==> config.mk <==
export PLATFORM = sky130hd
export DESIGN_NAME = conv_frame_sequencer
export DESIGN_NICKNAME = d
export VERILOG_FILES = /design/src/rtl/conv_pkg.sv /design/src/rtl/conv_result_writer.sv /design/src/rtl/conv_frame_sequencer.sv
export SDC_FILE = /design/constraint.sdc
export NUM_CORES = 1
export LEC_CHECK = 0
export BUFFER_PORTS_ARGS = -buffer_cell sky130_fd_sc_hd__clkbuf_2
export CORE_AREA = 2 2 110 112
export CTS_CLUSTER_SIZE = 20
export DETAILED_ROUTE_END_ITERATION = 10
export DIE_AREA = 0 0 112 114
export PLACE_DENSITY = 0.9
export RECOVER_POWER = 50
export SLEW_MARGIN = 30
export SYNTH_ARGS = -nofsm -noshare
export SYNTH_HDL_FRONTEND = slang
export SYNTH_HIERARCHICAL = 1
export SYNTH_SLANG_ARGS = --single-unit
==> constraint.sdc <==
create_clock -name clk -period 3.5 [get_ports clk]
set_input_delay 0.7 -clock clk [delete_from_list [all_inputs] [get_ports clk]]
set_output_delay 0.7 -clock clk [all_outputs]
set_load 0.01 [all_outputs]
==> src/rtl/conv_pkg.sv <==
// conv_pkg: frame geometry, data widths and sequencer state encoding for the conv engine
package conv_pkg;
  localparam int IMG_WIDTH = 32;
  localparam int IMG_HEIGHT = 32;
  localparam int PIX_W = 8;
  localparam int RES_W = 22;
  localparam int FRAME_PIXELS = IMG_WIDTH * IMG_HEIGHT;
  typedef enum logic [2:0] {IDLE, START, STREAM, WAIT_DONE, DRAIN, RESP} seq_state_t;
endpackage

==> src/rtl/conv_result_writer.sv <==
// conv_result_writer: captures engine results into a registered result SRAM write port with a per-job cap
module conv_result_writer
  import conv_pkg::*;
#(
  parameter int AW = 16,
  parameter int MAX_RESULTS = 1024
) (
  input  logic             clk,
  input  logic             rst,
  input  logic             clr,
  input  logic             cap_en,
  input  logic [AW-1:0]    dst_base,
  input  logic [RES_W-1:0] conv_result,
  input  logic             conv_result_valid,
  output logic             res_wr_en,
  output logic [AW-1:0]    res_wr_addr,
  output logic [RES_W-1:0] res_wr_data,
  output logic [10:0]      count,
  output logic             ovf
);
  logic hit, full;
  assign hit = cap_en && conv_result_valid;
  assign full = count == 11'(MAX_RESULTS);
  always_ff @(posedge clk)
    if (rst || clr) begin
      res_wr_en <= 1'b0;
      res_wr_addr <= '0;
      res_wr_data <= '0;
      count <= '0;
      ovf <= 1'b0;
    end else begin
      res_wr_en <= hit && !full;
      if (hit && !full) begin
        res_wr_addr <= dst_base + AW'(count);
        res_wr_data <= conv_result;
        count <= count + 11'd1;
      end
      if (hit && full) ovf <= 1'b1;
    end
endmodule

==> src/rtl/conv_frame_sequencer.sv <==
// conv_frame_sequencer: job-level controller that starts the conv engine, streams one frame and writes back results
module conv_frame_sequencer
  import conv_pkg::*;
#(
  parameter int AW = 16,
  parameter int DRAIN_CYCLES = 8,
  parameter int DONE_TIMEOUT = 64,
  parameter int MAX_RESULTS = 1024
) (
  input  logic             clk,
  input  logic             rst,
  input  logic             job_valid,
  output logic             job_ready,
  input  logic [AW-1:0]    job_src_base,
  input  logic [AW-1:0]    job_dst_base,
  input  logic [3:0]       job_gap,
  output logic             resp_valid,
  input  logic             resp_ready,
  output logic [10:0]      resp_count,
  output logic [1:0]       resp_err,
  output logic             busy,
  output logic             mem_rd_en,
  output logic [AW-1:0]    mem_rd_addr,
  input  logic [PIX_W-1:0] mem_rd_data,
  output logic             conv_start,
  output logic [PIX_W-1:0] conv_pixel,
  output logic             conv_pixel_valid,
  input  logic [RES_W-1:0] conv_result,
  input  logic             conv_result_valid,
  input  logic             conv_done,
  output logic             res_wr_en,
  output logic [AW-1:0]    res_wr_addr,
  output logic [RES_W-1:0] res_wr_data
);
  localparam int IW = $clog2(FRAME_PIXELS);
  seq_state_t state, nxt;
  logic [AW-1:0] src, dst;
  logic [3:0] gap, gap_cnt;
  logic [IW-1:0] rd_idx;
  logic [15:0] cnt;
  logic [10:0] count;
  logic to_err, ovf, accept, rd_en, timeout;
  assign accept = state == IDLE && job_valid;
  assign rd_en = state == STREAM && gap_cnt == 4'd0;
  assign timeout = state == WAIT_DONE && !conv_done && cnt == 16'(DONE_TIMEOUT - 1);
  assign job_ready = state == IDLE;
  assign busy = state != IDLE;
  assign conv_start = state == START;
  assign mem_rd_en = rd_en;
  assign mem_rd_addr = rd_en ? src + AW'(rd_idx) : '0;
  assign conv_pixel = conv_pixel_valid ? mem_rd_data : '0;
  assign resp_valid = state == RESP;
  assign resp_count = resp_valid ? count : '0;
  assign resp_err = resp_valid ? {ovf, to_err} : '0;
  always_comb begin
    nxt = state;
    case (state)
      IDLE:      nxt = job_valid ? START : IDLE;
      START:     nxt = STREAM;
      STREAM:    nxt = (rd_en && rd_idx == IW'(FRAME_PIXELS - 1)) ? WAIT_DONE : STREAM;
      WAIT_DONE: nxt = (conv_done || timeout) ? DRAIN : WAIT_DONE;
      DRAIN:     nxt = cnt == 16'(DRAIN_CYCLES - 1) ? RESP : DRAIN;
      RESP:      nxt = resp_ready ? IDLE : RESP;
      default:   nxt = IDLE;
    endcase
  end
  always_ff @(posedge clk)
    if (rst) begin
      state <= IDLE;
      src <= '0;
      dst <= '0;
      gap <= '0;
      gap_cnt <= '0;
      rd_idx <= '0;
      cnt <= '0;
      to_err <= 1'b0;
      conv_pixel_valid <= 1'b0;
    end else begin
      state <= nxt;
      conv_pixel_valid <= rd_en;
      // one shared counter times WAIT_DONE and DRAIN; it restarts on every state change
      cnt <= (nxt != state) ? '0 : cnt + 16'd1;
      if (accept) begin
        src <= job_src_base;
        dst <= job_dst_base;
        gap <= job_gap;
        rd_idx <= '0;
        gap_cnt <= '0;
        to_err <= 1'b0;
      end
      if (rd_en) begin
        rd_idx <= rd_idx + IW'(1);
        gap_cnt <= gap;
      end else if (gap_cnt != 4'd0) gap_cnt <= gap_cnt - 4'd1;
      if (timeout) to_err <= 1'b1;
    end
  conv_result_writer #(.AW(AW), .MAX_RESULTS(MAX_RESULTS)) u_writer (
    .clk(clk),
    .rst(rst),
    .clr(accept),
    .cap_en(state inside {STREAM, WAIT_DONE, DRAIN}),
    .dst_base(dst),
    .conv_result(conv_result),
    .conv_result_valid(conv_result_valid),
    .res_wr_en(res_wr_en),
    .res_wr_addr(res_wr_addr),
    .res_wr_data(res_wr_data),
    .count(count),
    .ovf(ovf)
  );
endmodule

; ---- Yosys cells after proc, flatten, opt, wreduce, memory -nomap -nowiden
; Index checks and enable logic that the tools add are counted.
[totals]
regBits = 122
word_cells = 68
[op_classes]
n_addsub = 6
n_eq_ne = 10
muxes = 17
reduce_logical = 21
[ops]
columns = op, count
row1 = 2-to-1 mux 10 bit, 2
row2 = case mux 3 bit (6 select lines), 1
row3 = "adder 16 x 1 -> 16 bit, second input constant", 1
row4 = adder 16 x 10 -> 16 bit, 1
row5 = adder 16 x 11 -> 16 bit, 1
row6 = "== test 16 x 3 -> 1 bit, second input constant", 1
row7 = "== test 16 x 6 -> 1 bit, second input constant", 1
row8 = 2-to-1 mux 16 bit, 1
row9 = 2-to-1 mux 4 bit, 3
row10 = "adder 11 x 1 -> 11 bit, second input constant", 1
row11 = "== test 11 bit, second input constant", 1
row12 = 2-to-1 mux 11 bit, 1
row13 = "adder 10 x 1 -> 10 bit, second input constant", 1
row14 = "== test 10 bit, second input constant", 1
row15 = nonzero test 3 bit, 3
row16 = logical AND 1 bit, 8
row17 = 2-to-1 mux 8 bit, 1
row18 = "== test 3 x 2 -> 1 bit, second input constant", 2
row19 = "== test 3 bit, second input constant", 2
row20 = 2-to-1 mux 3 bit, 2
row21 = 2-to-1 mux 1 bit, 5
row22 = zero test 4 bit, 1
row23 = nonzero test 2 bit, 2
row24 = nonzero test 4 bit, 1
row25 = 8 further kinds, 10

; ---- Longest topological paths before layout
; Gate-level depths: netlist of the first run.
[depth]
word_depth = 8
depth_mapped = 11
mapped_depth_nobuf = 8

; ---- Hierarchy
; The synthesis of the first run kept the hierarchy.
[by_module_without_submodules]
columns = mod, instances, cells_each, area_per_inst_um2
row1 = conv_frame_sequencer, 1, 466, 3643.5
row2 = conv_result_writer, 1, 299, 2449.8

; ---- Least setup slack after synthesis of the first run
; Ideal clock, no wire load.
[synth_timing]
path_type = register to output
startpoint = reg rd_idx[0]
endpoint = out mem_rd_addr[14]
arrival_ns = 2.210
required_time_ns = 2.800
slack_ns = 0.590
path_stages_with_launch = 9
n_path_buf = 0
path_cell_list = dfxtp_1 > ha_1 > fa_1 > a211oi_1 > nor2_1 > o21ai_0 > o21ai_0 > and3_1 > o21ai_0
[synth_via]
elab_chain_cells = 2
[synth_rtl]
columns = item, line
row1 = from (decl), conv_frame_sequencer.sv:39  ; logic [IW-1:0] rd_idx;
row2 = from (signal assigned), conv_frame_sequencer.sv:92  ; rd_idx <= rd_idx + IW'(1);
row3 = adder 16 x 10 -> 16 bit, conv_frame_sequencer.sv:50  ; assign mem_rd_addr = rd_en ? src + AW'(rd_idx) : '0;
row4 = 2-to-1 mux 16 bit, conv_frame_sequencer.sv:50
row5 = to (decl), conv_frame_sequencer.sv:23  ; output logic [AW-1:0] mem_rd_addr,
; Every way passes these cells.

; ---- Worst setup path in the final report of the first run
[layout_timing]
startpoint = reg rd_idx[2]
endpoint = out mem_rd_addr[15]
; The elaborated chain is that of the path after synthesis.

==> results of run 1 <==
==> worst max-delay path, cell delays in order (launching register included) <==
cell and delay, ns:
dfxtp_1 0.34, ha_1 0.39, o21ai_0 0.17, o211ai_1 0.28, nand4_1 0.16, and3b_1 0.24
or3_1 0.36, a21oi_1 0.15, clkbuf_2 0.15
==> per-stage QoR <==
stage	hold WS (ns)	total power, uW	worst slack [ns]	cell area, um^2	cells
finish	0.4438	3623	0.1467	7477	1067
global route	0.4772	3758	0.05429	7477	1067
CTS	0.4457	3644	0.007386	7526	1067
detailed placement	0.4367	1844	0.2442	6912	1035
global placement	0.4249	1835	0.3643	6912	1035
floorplan	0.4118	1730	0.5900	6093	765
==> cell type report <==
type | instances | area (um^2) | area share (%)
multi-input combinational | 593 | 3437 | 45.97
sequential | 122 | 2442 | 32.66
timing repair buffer | 159 | 750.7 | 10.04
clock buffer | 17 | 425.4 | 5.689
clock inverter | 15 | 185.2 | 2.477
tap | 147 | 183.9 | 2.460
inverter | 14 | 52.55 | 0.7028
==> final timing paths <==
| kind | start | slack, ns | cells past startpoint | end |
|---|---|---|---|---|
| worst min register to register | cnt[0] | 0.44 | 1 | cnt[0] |
| worst min-delay path | cnt[0] | 0.44 | 1 | cnt[0] |
| worst max register to register | state[0] | 0.80 | 7 | u_writer/res_wr_addr[7] |
| worst max-delay path | rd_idx[2] | 0.15 | 8 | mem_rd_addr[15] |
==> per-layer routing <==
metal / share of wire (%) / vias to the layer above
met5: 0 / -
met4: 1.6 / 0
met3: 6.2 / 20
met2: 49 / 182
met1: 43 / 2680
li1: - / 2931
==> cells in the mapped netlist, types with 3 or more instances <==
| cell type | n | share of area (%) |
|---|---|---|
| inv_1 | 13 | 0.80 |
| nor2_1 | 74 | 4.6 |
| or3_1 | 6 | 0.62 |
| and3_1 | 14 | 1.4 |
| a21oi_1 | 99 | 8.1 |
| buf_2 | 7 | 0.57 |
| o21ai_0 | 33 | 2.7 |
| a211oi_1 | 8 | 0.99 |
| buf_1 | 5 | 0.31 |
| nor3_1 | 14 | 1.1 |
| dfxtp_1 | 122 | 40 |
| o211a_1 | 3 | 0.49 |
| nand2_1 | 152 | 9.4 |
| nand3b_1 | 3 | 0.37 |
| o211ai_1 | 4 | 0.49 |
| or2_2 | 3 | 0.31 |
| and4_1 | 4 | 0.57 |
| nand4_1 | 9 | 0.92 |
| xor2_1 | 26 | 3.7 |
| and2_1 | 24 | 2.5 |
| nand3_1 | 22 | 1.8 |
| a31oi_1 | 4 | 0.41 |
| xnor2_1 | 14 | 2.0 |
| buf_6 | 4 | 0.74 |
| a21o_1 | 5 | 0.62 |
| ha_1 | 25 | 5.1 |
| clkbuf_1 | 18 | 1.1 |
| nand2b_1 | 3 | 0.31 |
==> timing repair <==
action,in CTS,in global routing
pin swaps,0,0
endpoints found under the setup margin,3,3
gates resized for setup,3,3
==> registers in the layout, summed over array words and instances (netlist names) <==
register / flops
state: 3
conv_pixel_valid: 1
u_writer/count: 11
to_err: 1
gap_cnt: 4
rd_idx: 10
gap: 4
u_writer/ovf: 1
src: 16
u_writer/res_wr_addr: 16
cnt: 16
dst: 16
u_writer/res_wr_data: 22
u_writer/res_wr_en: 1
==> power groups by stage <==
stage	combinational (uW)	sequential, uW	clock, uW
after global placement	329	1510	0
after global routing	376	1490	1900
after detailed placement	335	1510	0
final	336	1480	1810
after floorplan	229	1500	0
after CTS	338	1480	1830
==> placed cells by master, fill, tap and decap left out, types with 17 or more instances in the layout <==
master and count:
nand2_1 152, clkbuf_16 17, clkbuf_2 108, ha_1 25
and2_1 20, nor2_1 74, nand3_1 22, o21ai_0 31
xor2_1 26, clkbuf_1 46, a21oi_1 99, dfxtp_1 122
==> kinds of logic after synthesis <==
family	synth area share, %
flip-flops	40.08
buffers and inverters	3.799
multiplexers	0.1848
AO/OA/AOI/OAI	17.68
adder cells (fa/ha/maj)	5.791
AND/OR/NAND/NOR	26.71
XOR/XNOR	5.750
==> reports/metrics.cfg, run 1 <==
[global_routing]
grt_use_met2_pct=40.81
antenna_found_initial=0
grt_util_met3_pct=6.536
top_usage_layer=met2
grt_pass1_vias=5350
grt_max_degree=46
grt_usage_pct=23.56
grt_pass1_wl_mm=24.49
grt_use_met1_pct=27.94
gr-total-overflow=0

[worst_setup_path]
start_kind=flop
worstPathRequired_ns=2.80
critPathMaxFanout=6
path_class=flop to output port
endpoint_kind=output port
arrival_ns=2.65

[die]
ios=154
initial_core_util_pct=52.03
die_height_um=114
die_w_um=112
dieArea_um2=12770
fp.coreArea_um2=11710
placement_rows=40

[power]
leakage_uw=0.003094
p_sw_uw=928.4
swShare_pct=25.63
power_density_nw_per_um2=484.5
ir_drop_mv=0.4268
power_frac_clock_pct=49.9
pwr-share-comb_pct=9.3
p_seq_share_pct=40.9
p_int_uw=2695

[drt]
drc=0
wl_per_cell_um=14.17
dr.pass1.iters=7
postRouteWirelength_mm=15.12
num_vias=5813
vias_per_cell=5.448
postRouteAntennaNets=0
drtIter0Drc=298

[logic_synthesis]
ys.flop_type=dfxtp_1
synth_nets=864
synth_seq_cells=122
async_reset_ff_share_pct=0
synth.distinct_cells=65
avgSynthCellArea_um2=7.965
synth_area_um2=6093
yosysWarningCount=6
ys_seq_area_share_pct=40.08
synth_edf_count=0
synth_cells=765

[sta]
min_period_ns=3.353
min_period_over_period_pct=95.81
setup_violations=0
max_slew_margin_pct=-31.31
fmax_ghz=0.2982
setup_tns_ns=0
slew_violations=90
fin_skew_ns=0.008431
tightest_slew_ns=1.970
hold_viol=0
rsz0062_at_grt=no

[cts]
clkTransAtPathRegs_ns=0.06
cts_tree=done
hold_buffers=0
root_buffer=clkbuf_16
cts_buffer_depth=2
cts_buffers=17
clkLatencyLatePin_ns=0.42
cts_setup_buffers=0
cts_max_level=4
clock_sinks=122

[layout]
num-nets-final=1006
num-fill-cells=1039
syn_to_final_growth_pct=22.71
diodes=0
drive_gt1_share_pct=18.48
final_util_pct=63.85

[worst_hold_path]
hold_class=flop to flop

[placed_design]
port_buffers=153
place_congestion=0.8918
place_hpwl_mm=10.51

[status]
violations=capacitance limit, slew limit
outcome=complete, but fails checks

[run]
maxCapViolations=2

(Power assumes the default switching activity.)
==> run 2: changes to the inputs <==
Settings changed: RECOVER_POWER 50 to default, SKIP_CTS_REPAIR_TIMING from default to 1.
==> run 2 against run 1 <==
The flow now finishes without violations. Critical path type unchanged. Largest cell class unchanged. Sequential power about the same. Non-clock buffer count unchanged. Clock power barely moved. Via count did not move. Largest power group unchanged. Flip-flop and latch count is the same. Critical endpoint unchanged. First-iteration DRC count is 9.4% higher. Critical path depth unchanged. Sequential share of layout area shrank 0.26 points. Clock skew is essentially flat. Power increased by 0.12%. Combinational power is 1% higher.
==> reports/metrics.cfg, run 2 (synthesized netlist as in run 1, its figures left out) <==
[global_routing]
grt_pass1_wl_mm=24.49
grt_usage_pct=23.56
antenna_found_initial=0
grt_max_degree=46
grt_pass1_vias=5347
gr-total-overflow=0

[cts]
cts_tree=done
cts_buffers=17
clkTransAtPathRegs_ns=0.06
clkLatencyLatePin_ns=0.42
cts_buffer_depth=2
root_buffer=clkbuf_16
cts_max_level=4
clock_sinks=122

[sta]
setup_tns_ns=0
finalWorstSetupSlack_ns=0.1459
min_period_ns=3.354
fmax_ghz=0.2981
hold_viol=0
slew_violations=0
tightest_slew_ns=0.8717
rsz0062_at_grt=no
setup_violations=0
fin_skew_ns=0.008319
min_period_over_period_pct=95.83
max_slew_margin_pct=41.89
holdWs_ns=0.4412

[die]
ios=154
initial_core_util_pct=52.03
placement_rows=40
die_height_um=114
die_w_um=112
fp.coreArea_um2=11710
dieArea_um2=12770

[run]
maxCapViolations=0

[drt]
num_vias=5813
postRouteWirelength_mm=15.06
drtIter0Drc=326
vias_per_cell=5.448
wl_per_cell_um=14.12
dr.pass1.iters=5
drc=0
postRouteAntennaNets=0

[placed_design]
dp_slack_ns=0.2442
post-place-cells=1035
place_hpwl_mm=10.51
port_buffers=153
place_congestion=0.8918

[layout]
num-nets-final=1006
stdcell_count=1067
largest_reg_flops=22
final_cell_mix=clkbuf_2 (153), nand2_1 (152), dfxtp_1 (122)
largest-register=u_writer/res_wr_data
final_common_cell=clkbuf_2
diodes=0
num-fill-cells=1015
syn_to_final_growth_pct=23.70
drive_gt1_share_pct=23.59

[worst_setup_path]
critPathSlowestCell=ha_1
r2r_end=u_writer/res_wr_addr[12]
worstPathRequired_ns=2.80
critPathMaxFanout=6
critPathBufInv=1
start_kind=flop
regToRegStartpoint=u_writer/count[0]
path_delay_family=simple AND/OR/NAND/NOR gates
path_class=flop to output port
arrival_ns=2.65
r2r_slack_ns=0.95
endpoint_kind=output port
crit_chain=ha_1 > o21ai_0 > o211ai_1 > nand4_1 > and3b_1 > or3_1 > a21oi_1 > clkbuf_2
rr_worst_depth=8
max_stage_delay_ns=0.39

[power]
ir_drop_mv=0.4276
leakage_uw=0.003257
power_density_nw_per_um2=481.3

[status]
outcome=completed

[worst_hold_path]
whs_path_depth=1
hold-path-endpoint=cnt[0]
hp-start=cnt[0]
hold_class=flop to flop

run 2: cell count changes in the layout (fill, tap and decap cells not counted):
cell	change
clkbuf_1	-46
clkbuf_2	+45
and2_0	-4
and2_1	+4
buf_4	+1
or2_1	-1
or2_2	+1
run 2: metal layers:
| metal | up-vias | track usage (%) | part of all wire, % |
|---|---|---|---|
| met5 | - | 0 | 0 |
| met4 | 0 | 9.106 | 1.7 |
| met3 | 24 | 6.536 | 6.6 |
| met2 | 200 | 40.77 | 50 |
| met1 | 2657 | 27.97 | 42 |
| li1 | 2932 | - | - |
run 2: final cells by class:
type,instances,area (um^2),area share (%)
Tap cell,147,183.9,2.440
Clock buffer,17,425.4,5.644
Multi-Input combinational cell,593,3437,45.60
Inverter,14,52.55,0.6972
Timing Repair Buffer,159,810.8,10.76
Clock inverter,15,185.2,2.457
Sequential cell,122,2442,32.40
run 2: worst max path at each step:
stage               from               to  depth (start not counted)
3_3_place_gp   rd_idx[0]  mem_rd_addr[12]                          9
5_1_grt        rd_idx[2]  mem_rd_addr[15]                          8
2_1_floorplan  rd_idx[0]  mem_rd_addr[14]                          8
4_1_cts        rd_idx[0]  mem_rd_addr[12]                          9
6_report       rd_idx[2]  mem_rd_addr[15]                          8
3_5_place_dp   rd_idx[0]  mem_rd_addr[12]                          9
run 2: power by group:
group	switching (uW)	internal, uW	total (uW)	leakage [uW]
registers	42.1	1440	1480	0.000990
clock network	675	1130	1810	0.000296
logic	212	127	340	0.00197
run 2: stage by stage:
step           area, um^2  utilization (%)  total power [uW]
2_1_floorplan        6093                -              1730
3_3_place_gp         6912            59.02              1835
3_5_place_dp         6912            59.02              1844
4_1_cts              7522            64.23              3644
5_1_grt              7537            64.36              3761
6_report             7537            64.36              3627
==> run 3: changes to the inputs <==
Settings changed: SETUP_SLACK_MARGIN from default to 0.5.
==> run 3 against run 2 <==
Via count grew 1.2%. Final cell count is 0.56% higher. First-iteration DRC count is 4.6% higher. Worst hold slack barely moved.
==> reports/metrics.cfg, run 3 (synthesized netlist as in run 1, its figures left out) <==
[sta]
rsz0062_at_grt=yes
finalWorstSetupSlack_ns=0.3128
setup_violations=0
min_period_ns=3.187
max_slew_margin_pct=42.73
fin_skew_ns=0.009207
min_period_over_period_pct=91.06
hold_viol=0
slew_violations=0
tightest_slew_ns=0.8590
fmax_ghz=0.3138
setup_tns_ns=0

[global_routing]
grt_usage_pct=23.56
grt_max_degree=46
grt_use_met2_pct=40.77
grt_pass1_vias=5347
top_usage_layer=met2
grt_use_met1_pct=27.97
grt_pass1_wl_mm=24.49
grt_util_met3_pct=6.536
gr-total-overflow=0
antenna_found_initial=0

[drt]
wl_per_cell_um=14.60
drc=0
vias_per_cell=5.483
dr.pass1.iters=5
num_vias=5883
postRouteWirelength_mm=15.66
drtIter0Drc=341
postRouteAntennaNets=0

[layout]
largest-register=u_writer/res_wr_data
final_cell_mix=nand2_1 (152), clkbuf_2 (146), dfxtp_1 (115)
syn_to_final_growth_pct=27.13
num-fill-cells=974
drive_gt1_share_pct=26.78
final_common_cell=nand2_1
largest_reg_flops=22
multi_input_area_um2=3582
diodes=0
num-nets-final=1012
regArea_um2=2461
stdcell_count=1073
final_util_pct=66.14

[cts]
cts_tree=done
clkTransAtPathRegs_ns=0.06
cts_max_level=4
clock_sinks=122
clkLatencyLatePin_ns=0.42
cts_buffers=17
root_buffer=clkbuf_16
cts_buffer_depth=2

[placed_design]
post-place-cells=1035
place_congestion=0.8918
place_hpwl_mm=10.51
port_buffers=153
dp_slack_ns=0.2442

[worst_setup_path]
path_class=flop to output port
critPathMaxFanout=5
start_kind=flop
max_stage_delay_ns=0.41
critPathSlowestCell=fa_2
worstPathRequired_ns=2.80
crit_chain=ha_4 > fa_2 > a211oi_2 > nor2_2 > o21ai_2 > o21ai_4 > a31o_2 > a21oi_2 > buf_2
path_delay_family=compound AO/OA/AOI/OAI gates
arrival_ns=2.49
critPathBufInv=1
endpoint_kind=output port

[die]
die_height_um=114
fp.coreArea_um2=11710
dieArea_um2=12770
placement_rows=40
ios=154
initial_core_util_pct=52.03
die_w_um=112

[power]
leakage_uw=0.003283
ir_drop_mv=0.4281
swShare_pct=25.82
p_sw_uw=940.9
pwr-share-comb_pct=9.7
p_int_uw=2704
power_density_nw_per_um2=470.5
p_seq_share_pct=40.6
power_frac_clock_pct=49.7

[worst_hold_path]
hold_class=flop to flop

[status]
outcome=completed

[run]
maxCapViolations=0

run 3: cell count changes in the layout (fill, tap and decap cells not counted), moves of 4 or more:
cell	previous run	this run
dfxtp_4	0	4
ha_4	0	7
dfxtp_1	122	115
buf_4	6	12
ha_1	25	18
a21oi_1	99	95
clkbuf_2	153	146
a21oi_2	2	6
buf_2	0	7
run 3: worst register-to-register path, stage by stage (launching register included):
cell and delay, ns:
dfxtp_1 0.38, nor4_4 0.47, nand2_2 0.28, inv_2 0.26, nand4_1 0.21, o211a_4 0.31, o211ai_4 0.40, nor2_1 0.10
run 3: final cells by class:
type,instances,area share [%]
clock inverter,15,2.391
tap,147,2.374
clock buffer,17,5.492
timing repair buffer,165,11.05
multi-input combinational,593,46.24
inverter,14,0.6784
sequential,122,31.77
run 3: path summary, 6_finish.rpt:
check        depth (start not counted)  slack, ns         endpoint        from
min                                  1       0.44           cnt[0]      cnt[0]
min reg2reg                          1       0.44           cnt[0]      cnt[0]
max                                  9       0.31  mem_rd_addr[12]   rd_idx[0]
max reg2reg                          7       0.96           cnt[8]  gap_cnt[0]
run 3: stage by stage:
stage               total power [uW]  area, um^2  hold slack, ns
CTS                             3644        7522          0.4457
global placement                1835        6912          0.4249
global route                    3776        7746          0.4772
floorplan                       1730        6093          0.4118
detailed placement              1844        6912          0.4367
finish                          3645        7746          0.4412
run 3: power groups by stage:
stage / registers [uW] / logic [uW] / clock network, uW
floorplan: 1500 / 229 / 0
finish: 1480 / 353 / 1810
global route: 1490 / 392 / 1900
global placement: 1510 / 329 / 0
CTS: 1480 / 338 / 1830
detailed placement: 1510 / 335 / 0
run 3: layer usage:
| metal | wire length [um] | vias to the layer above |
|---|---|---|
| met1 | 6531 | 2715 |
| met3 | 955 | 25 |
| met5 | 0 | - |
| li1 | - | 2943 |
| met2 | 7890 | 200 |
| met4 | 284 | 0 |
